$ cat src/rtl/reg_write_arbiter_if.sv
// Requester/bank bundle for reg_write_arbiter: per-requester Req/Addr/Data/Lock in,
// one-hot grant plus the shared bank write port out.
interface reg_write_arbiter_if #(
    parameter int unsigned NREQ = 4,
    parameter int unsigned NREG = 4,
    parameter int unsigned AW   = 2
);
    localparam int unsigned DW = 4;

    logic [NREQ-1:0]    Req;
    logic [NREQ*AW-1:0] ReqAddr;
    logic [NREQ*DW-1:0] ReqData;
    logic [NREQ-1:0]    Lock;
    logic [NREQ-1:0]    Gnt;
    logic [NREG-1:0]    WE;
    logic [DW-1:0]      Data;
    logic               Err;
    logic               Busy;

    modport master (
        output Req, ReqAddr, ReqData, Lock,
        input  Gnt, WE, Data, Err, Busy
    );

    modport slave (
        input  Req, ReqAddr, ReqData, Lock,
        output Gnt, WE, Data, Err, Busy
    );
endinterface

$ cat src/rtl/reg_write_arbiter.sv
// Round-robin arbiter sharing a 4-bit register bank between NREQ requesters, one write per cycle.
// Optional burst locking is compiled in with `define ARB_LOCK_EN.
module reg_write_arbiter #(
    parameter int unsigned NREQ = 4,
    parameter int unsigned NREG = 4,
    parameter int unsigned AW   = 2
) (
    input  logic              CLK,
    input  logic              RST,
    reg_write_arbiter_if.slave bus
);
    localparam int unsigned DW = 4;
    localparam int unsigned PW = (NREQ > 1) ? $clog2(NREQ) : 1;

    if ((2 ** AW) < NREG) begin : g_bad_aw
        $error("reg_write_arbiter: AW too narrow to address NREG registers");
    end

    typedef enum logic [1:0] {
        ST_IDLE   = 2'd0,
        ST_GRANT  = 2'd1
`ifdef ARB_LOCK_EN
        ,
        ST_LOCKED = 2'd2
`endif
    } state_e;

    state_e          state_q, state_d;
    logic [PW-1:0]   ptr_q, ptr_d;
    logic [NREQ-1:0] gnt_q, gnt_d;
    logic [NREG-1:0] we_q, we_d;
    logic [DW-1:0]   data_q, data_d;
    logic            err_q, err_d;

    logic [NREQ-1:0] elig_c;
    logic            found_c;
    logic [PW-1:0]   win_c;
    int unsigned     best_c;
    int unsigned     dist_c;
    logic            grant_c;
    logic [PW-1:0]   gidx_c;
    logic            locked_hit_c;
    logic [AW-1:0]   sel_addr_c;
    logic [DW-1:0]   sel_data_c;

    function automatic logic bit_at(input logic [NREQ-1:0] v, input logic [PW-1:0] k);
        logic r;
        r = 1'b0;
        for (int unsigned j = 0; j < NREQ; j++) begin
            if (k == PW'(j)) r = v[j];
        end
        return r;
    endfunction

    // A requester already holding Gnt this cycle sits out this edge, so dropping Req late is safe.
    assign elig_c = bus.Req & ~gnt_q;

`ifdef ARB_LOCK_EN
    logic [PW-1:0] lw_q, lw_d;

    assign locked_hit_c = (state_q == ST_LOCKED) &&
                          bit_at(bus.Req, lw_q) && bit_at(bus.Lock, lw_q);
`else
    logic unused_lock;

    assign unused_lock  = ^bus.Lock;
    assign locked_hit_c = 1'b0;
`endif

    // Winner is the eligible requester closest to ptr going upward with wrap.
    always_comb begin : rr_search
        found_c = 1'b0;
        win_c   = '0;
        best_c  = NREQ;
        dist_c  = 0;
        for (int unsigned j = 0; j < NREQ; j++) begin
            dist_c = (j + NREQ - 32'(ptr_q)) % NREQ;
            if (elig_c[j] && (dist_c < best_c)) begin
                found_c = 1'b1;
                best_c  = dist_c;
                win_c   = PW'(j);
            end
        end
    end

    always_comb begin : next_state
        state_d = state_q;
        ptr_d   = ptr_q;
        grant_c = 1'b0;
        gidx_c  = win_c;
`ifdef ARB_LOCK_EN
        lw_d    = lw_q;
`endif
        if (locked_hit_c) begin
`ifdef ARB_LOCK_EN
            // Locked owner keeps the bank; ptr stays frozen at owner+1.
            grant_c = 1'b1;
            gidx_c  = lw_q;
`endif
        end else if (found_c) begin
            grant_c = 1'b1;
            ptr_d   = (win_c == PW'(NREQ - 1)) ? '0 : win_c + PW'(1);
            state_d = ST_GRANT;
`ifdef ARB_LOCK_EN
            if (bit_at(bus.Lock, win_c)) begin
                state_d = ST_LOCKED;
                lw_d    = win_c;
            end
`endif
        end else begin
            state_d = ST_IDLE;
        end
    end

    always_comb begin : out_logic
        gnt_d      = '0;
        we_d       = '0;
        data_d     = data_q;
        err_d      = 1'b0;
        sel_addr_c = '0;
        sel_data_c = '0;
        for (int unsigned j = 0; j < NREQ; j++) begin
            if (gidx_c == PW'(j)) begin
                sel_addr_c = bus.ReqAddr[j*AW +: AW];
                sel_data_c = bus.ReqData[j*DW +: DW];
            end
        end
        if (grant_c) begin
            for (int unsigned j = 0; j < NREQ; j++) begin
                gnt_d[j] = (gidx_c == PW'(j));
            end
            data_d = sel_data_c;
            // Out-of-range address still consumes the grant but never reaches the bank.
            if (32'(sel_addr_c) < NREG) begin
                for (int unsigned r = 0; r < NREG; r++) begin
                    we_d[r] = (32'(sel_addr_c) == r);
                end
            end else begin
                err_d = 1'b1;
            end
        end
    end

    always_ff @(posedge CLK or posedge RST) begin : state_reg
        if (RST) begin
            state_q <= ST_IDLE;
            ptr_q   <= '0;
            gnt_q   <= '0;
            we_q    <= '0;
            data_q  <= '0;
            err_q   <= 1'b0;
`ifdef ARB_LOCK_EN
            lw_q    <= '0;
`endif
        end else begin
            state_q <= state_d;
            ptr_q   <= ptr_d;
            gnt_q   <= gnt_d;
            we_q    <= we_d;
            data_q  <= data_d;
            err_q   <= err_d;
`ifdef ARB_LOCK_EN
            lw_q    <= lw_d;
`endif
        end
    end

    assign bus.Gnt  = gnt_q;
    assign bus.WE   = we_q;
    assign bus.Data = data_q;
    assign bus.Err  = err_q;
    assign bus.Busy = (state_q != ST_IDLE);

endmodule

$ cat src/flat_wrapper.sv
// flat-port wrapper written by rule: the top's interface ports become plain ports
module reg_write_arbiter_flat 
#(
    parameter int unsigned NREQ = 4,
    parameter int unsigned NREG = 4,
    parameter int unsigned AW   = 2
)
  (CLK, RST, bus_Req, bus_ReqAddr, bus_ReqData, bus_Lock, bus_Gnt, bus_WE, bus_Data, bus_Err, bus_Busy);
  reg_write_arbiter_if #(.NREQ(NREQ), .NREG(NREG), .AW(AW)) bus_i ();
  input  logic CLK;
  input  logic RST;
  input wire logic [$bits(bus_i.Req)-1:0] bus_Req;
  input wire logic [$bits(bus_i.ReqAddr)-1:0] bus_ReqAddr;
  input wire logic [$bits(bus_i.ReqData)-1:0] bus_ReqData;
  input wire logic [$bits(bus_i.Lock)-1:0] bus_Lock;
  output wire logic [$bits(bus_i.Gnt)-1:0] bus_Gnt;
  output wire logic [$bits(bus_i.WE)-1:0] bus_WE;
  output wire logic [$bits(bus_i.Data)-1:0] bus_Data;
  output wire logic [$bits(bus_i.Err)-1:0] bus_Err;
  output wire logic [$bits(bus_i.Busy)-1:0] bus_Busy;
  assign bus_i.Req = bus_Req;
  assign bus_i.ReqAddr = bus_ReqAddr;
  assign bus_i.ReqData = bus_ReqData;
  assign bus_i.Lock = bus_Lock;
  assign bus_Gnt = bus_i.Gnt;
  assign bus_WE = bus_i.WE;
  assign bus_Data = bus_i.Data;
  assign bus_Err = bus_i.Err;
  assign bus_Busy = bus_i.Busy;
  reg_write_arbiter #(.NREQ(NREQ), .NREG(NREG), .AW(AW)) u_core (.CLK(CLK), .RST(RST), .bus(bus_i));
endmodule
$ cat config.mk
export PLATFORM = sky130hd
export DESIGN_NAME = reg_write_arbiter_flat
export DESIGN_NICKNAME = d
export VERILOG_FILES = /design/src/rtl/reg_write_arbiter_if.sv /design/src/rtl/reg_write_arbiter.sv /design/src/flat_wrapper.sv
export SDC_FILE = /design/constraint.sdc
export NUM_CORES = 1
export LEC_CHECK = 0
export ABC_AREA = 1
export BUFFER_PORTS_ARGS = -buffer_cell sky130_fd_sc_hd__buf_2
export CAP_MARGIN = 20
export CORE_UTILIZATION = 30
export DETAILED_ROUTE_END_ITERATION = 7
export MAX_ROUTING_LAYER = met4
export PLACE_DENSITY = 0.55
export SLEW_MARGIN = 20
export SYNTH_ARGS = -nofsm -noshare
export SYNTH_HDL_FRONTEND = slang
export SYNTH_SLANG_ARGS = --single-unit
$ cat constraint.sdc
create_clock -name CLK -period 4.2 [get_ports CLK]
set_clock_uncertainty 0.15 [all_clocks]
set_input_delay 0.63 -clock CLK [delete_from_list [all_inputs] [get_ports CLK]]
set_output_delay 0.63 -clock CLK [all_outputs]
set_load 0.03 [all_outputs]
==> reports/metrics.yaml <==
status: "completed"
ys_ff_latch: 15
synthCells: 135
seq_area_frac_synth_pct: 38.7
cp-start-kind: "flop"
grt_pass1_vias: 910
drive_gt1_share_pct: 33.3
first_iter_violations: 42
grt_pass1_wl_um: 3770
cp_common_cell: "nand2_1"
antenna_found_initial: 0
wl_met2_um: 997
grt_usage_pct: 14.7
crit_slowest_cell: "dfrtp_1"
placed_area_um2: 1220
die_w_um: 58.9
stdcell_area_um2: 1260
root_buffer: "clkbuf_4"
dieArea_um2: 3460
cp.required_ns: 4.27
finalPower_mw: 1.14
core_um2: 3050
dp_hpwl_um: 1840
drcViolationCount: 0
portBuffers: 42
ant_nets: 0
die_h_um: 58.9
routabilityCongestion: 0.752
drt_pass1_iterations: 4
relSlewSlack_pct: 47.6
slew_violations: 0
ctsHoldBuffers: 0
p_leak_nw: 0.713
ios: 48
finalSetupViolCount: 0
syn_nets: 175
postSynthAreaPerCell_um2: 7.18
worstSetupEndpointType: "flop"
n_antenna_cell: 0
wire_per_inst_um: 10.0
maxCapViolations: 0
cts_buffer_depth: 2
grt-ovfl-total: 0
fin_util_pct: 41.2
wl_met1_um: 1090
cts_made_buffers: 3
worstMarginPinSlew_ns: 0.783
crit_path_max_incr_delay_ns: 0.43
fin_crit_sh_pct: 90.3
rows: 20
initial_core_util_pct: 31.8
power_density_nw_per_um2: 906
ir_worst_vdd_mv: 0.352
path_clk_slew_ns: 0.09
yosys-top-cells-area: "dfrtp_1 (39%), nand2_1 (12%), o21ai_0 (9.8%)"
grt_max_degree: 16
cts_sinks: 15
yosys_warnings: 0
clkLatencyLatePin_ns: 0.29
num_vias: 996
synth_top_area_cell: "dfrtp_1"
max_freq_ghz: 0.264
min_period_ns: 3.79
critical_path_class: "reg2reg"
num-nets-final: 221
routed_wl_um: 2250
cts_tree: "built"
finalSetupTns_ns: 0
synth_top_area_share_pct: 38.7
synth_cell_types: 22
met3WireLength_um: 147
hold_path_class: "in2async"
viasPerCell: 4.45
critPathMaxFanout: 7
htree_levels: 1
holdWs_ns: 0.221
grt_setup_unrepaired: "false"
cp.arrival_ns: 3.87
hold_viol: 0
syn_area_um2: 970
area_delta_synth_final_pct: 29.8
top_layer: "met4"
[cell usage after synthesis]
cell      number
dfrtp_1       15
o21ai_2        1
nand2_2        3
o21ai_0       19
clkinv_1       1
o31ai_1        1
nand2_1       30
o21bai_1       1
conb_1         1
ha_1           6
inv_2          4
nand3_1        6
or2_1          1
o21ai_1        1
nor2_4         1
inv_1         16
nor2_1        15
a21oi_1        7
nor2_2         2
buf_4          2
clkbuf_1       1
nand2_4        1
[final cells by class]
type | count | area (um2)
fillers | 339 | 1790
flip-flops and latches | 15 | 375
multi-input cells | 96 | 497
repair buffers | 44 | 225
clock inverters | 1 | 5.00
clock buffers | 3 | 22.5
inverters | 21 | 78.8
well taps | 44 | 55.1
[metal layers]
layer | up-vias | GRT usage [%]
met5 | - | -
met4 | 0 | 3.74
met3 | 2 | 3.30
met2 | 45 | 22.6
met1 | 437 | 19.5
li1 | 512 | -
[final timing paths]
path / from / endpoint / slack, ns / depth (start not counted)
max in group asynchronous: RST / u_core.bus.Data[3] / 3.32 / 2
worst min register to register: u_core.bus.Data[0] / u_core.bus.Data[0] / 0.34 / 2
min in group CLK: u_core.bus.Data[0] / u_core.bus.Data[0] / 0.34 / 2
worst max-delay path: u_core.ptr_q[0] / u_core.bus.WE[3] / 0.41 / 27
worst min-delay path: RST / u_core.bus.Data[0] / 0.22 / 2
worst max register to register: u_core.ptr_q[0] / u_core.bus.WE[3] / 0.41 / 27
[report_power, final]
| group | internal (mW) | leakage, nW | switching [mW] |
|---|---|---|---|
| clock network | 0.0354 | 0.0177 | 0.0475 |
| logic | 0.283 | 0.509 | 0.529 |
| registers | 0.213 | 0.186 | 0.0339 |
[registers in the layout (all words and copies together) (netlist names)]
signal / cells
u_core.bus.Data: 4
u_core.bus.Gnt: 4
u_core.bus.WE: 4
u_core.ptr_q: 2
u_core.state_q: 1
[through the flow]
step | cells | setup slack (ns)
after floorplan | 135 | 0.683
after global placement | 218 | 0.193
after detailed placement | 218 | 0.127
after CTS | 222 | 0.336
after global routing | 224 | 0.0190
final | 224 | 0.405
[critical path, delay by kind of cell (launching register included)]
family	cells	cell delay [ns]
buffers and inverters	4	0.39
AOI/OAI and AO/OA	5	0.77
and+or+nand+nor	15	1.16
DFF	1	0.43
adders and majority gates	3	0.83
[layout by cell type, fill, tap and decap left out, drive strengths merged]
cell and count:
buf 44, nand2 34, o21ai 21, inv 20
nor2 18, dfrtp 15, a21oi 7, nand3 6
ha 6, clkbuf 3, clkinv 2, o21bai 1
o31ai 1, or2 1, conb 1
[what timing repair did]
item | in CTS | in global routing
buffers inserted | 0 | 2
endpoints found under the hold margin | 0 | 0
setup endpoints to repair | 0 | 3
resized for setup | 0 | 2
[cell families after synthesis]
kind of cell               share of synthesized area [%]
adders and majority gates                           7.74
AOI/OAI and AO/OA                                   16.4
other                                              0.387
buffers and inverters                               10.1
DFF                                                 38.7
and+or+nand+nor                                     26.7
No activity file was read; power rests on OpenSTA's default activity.
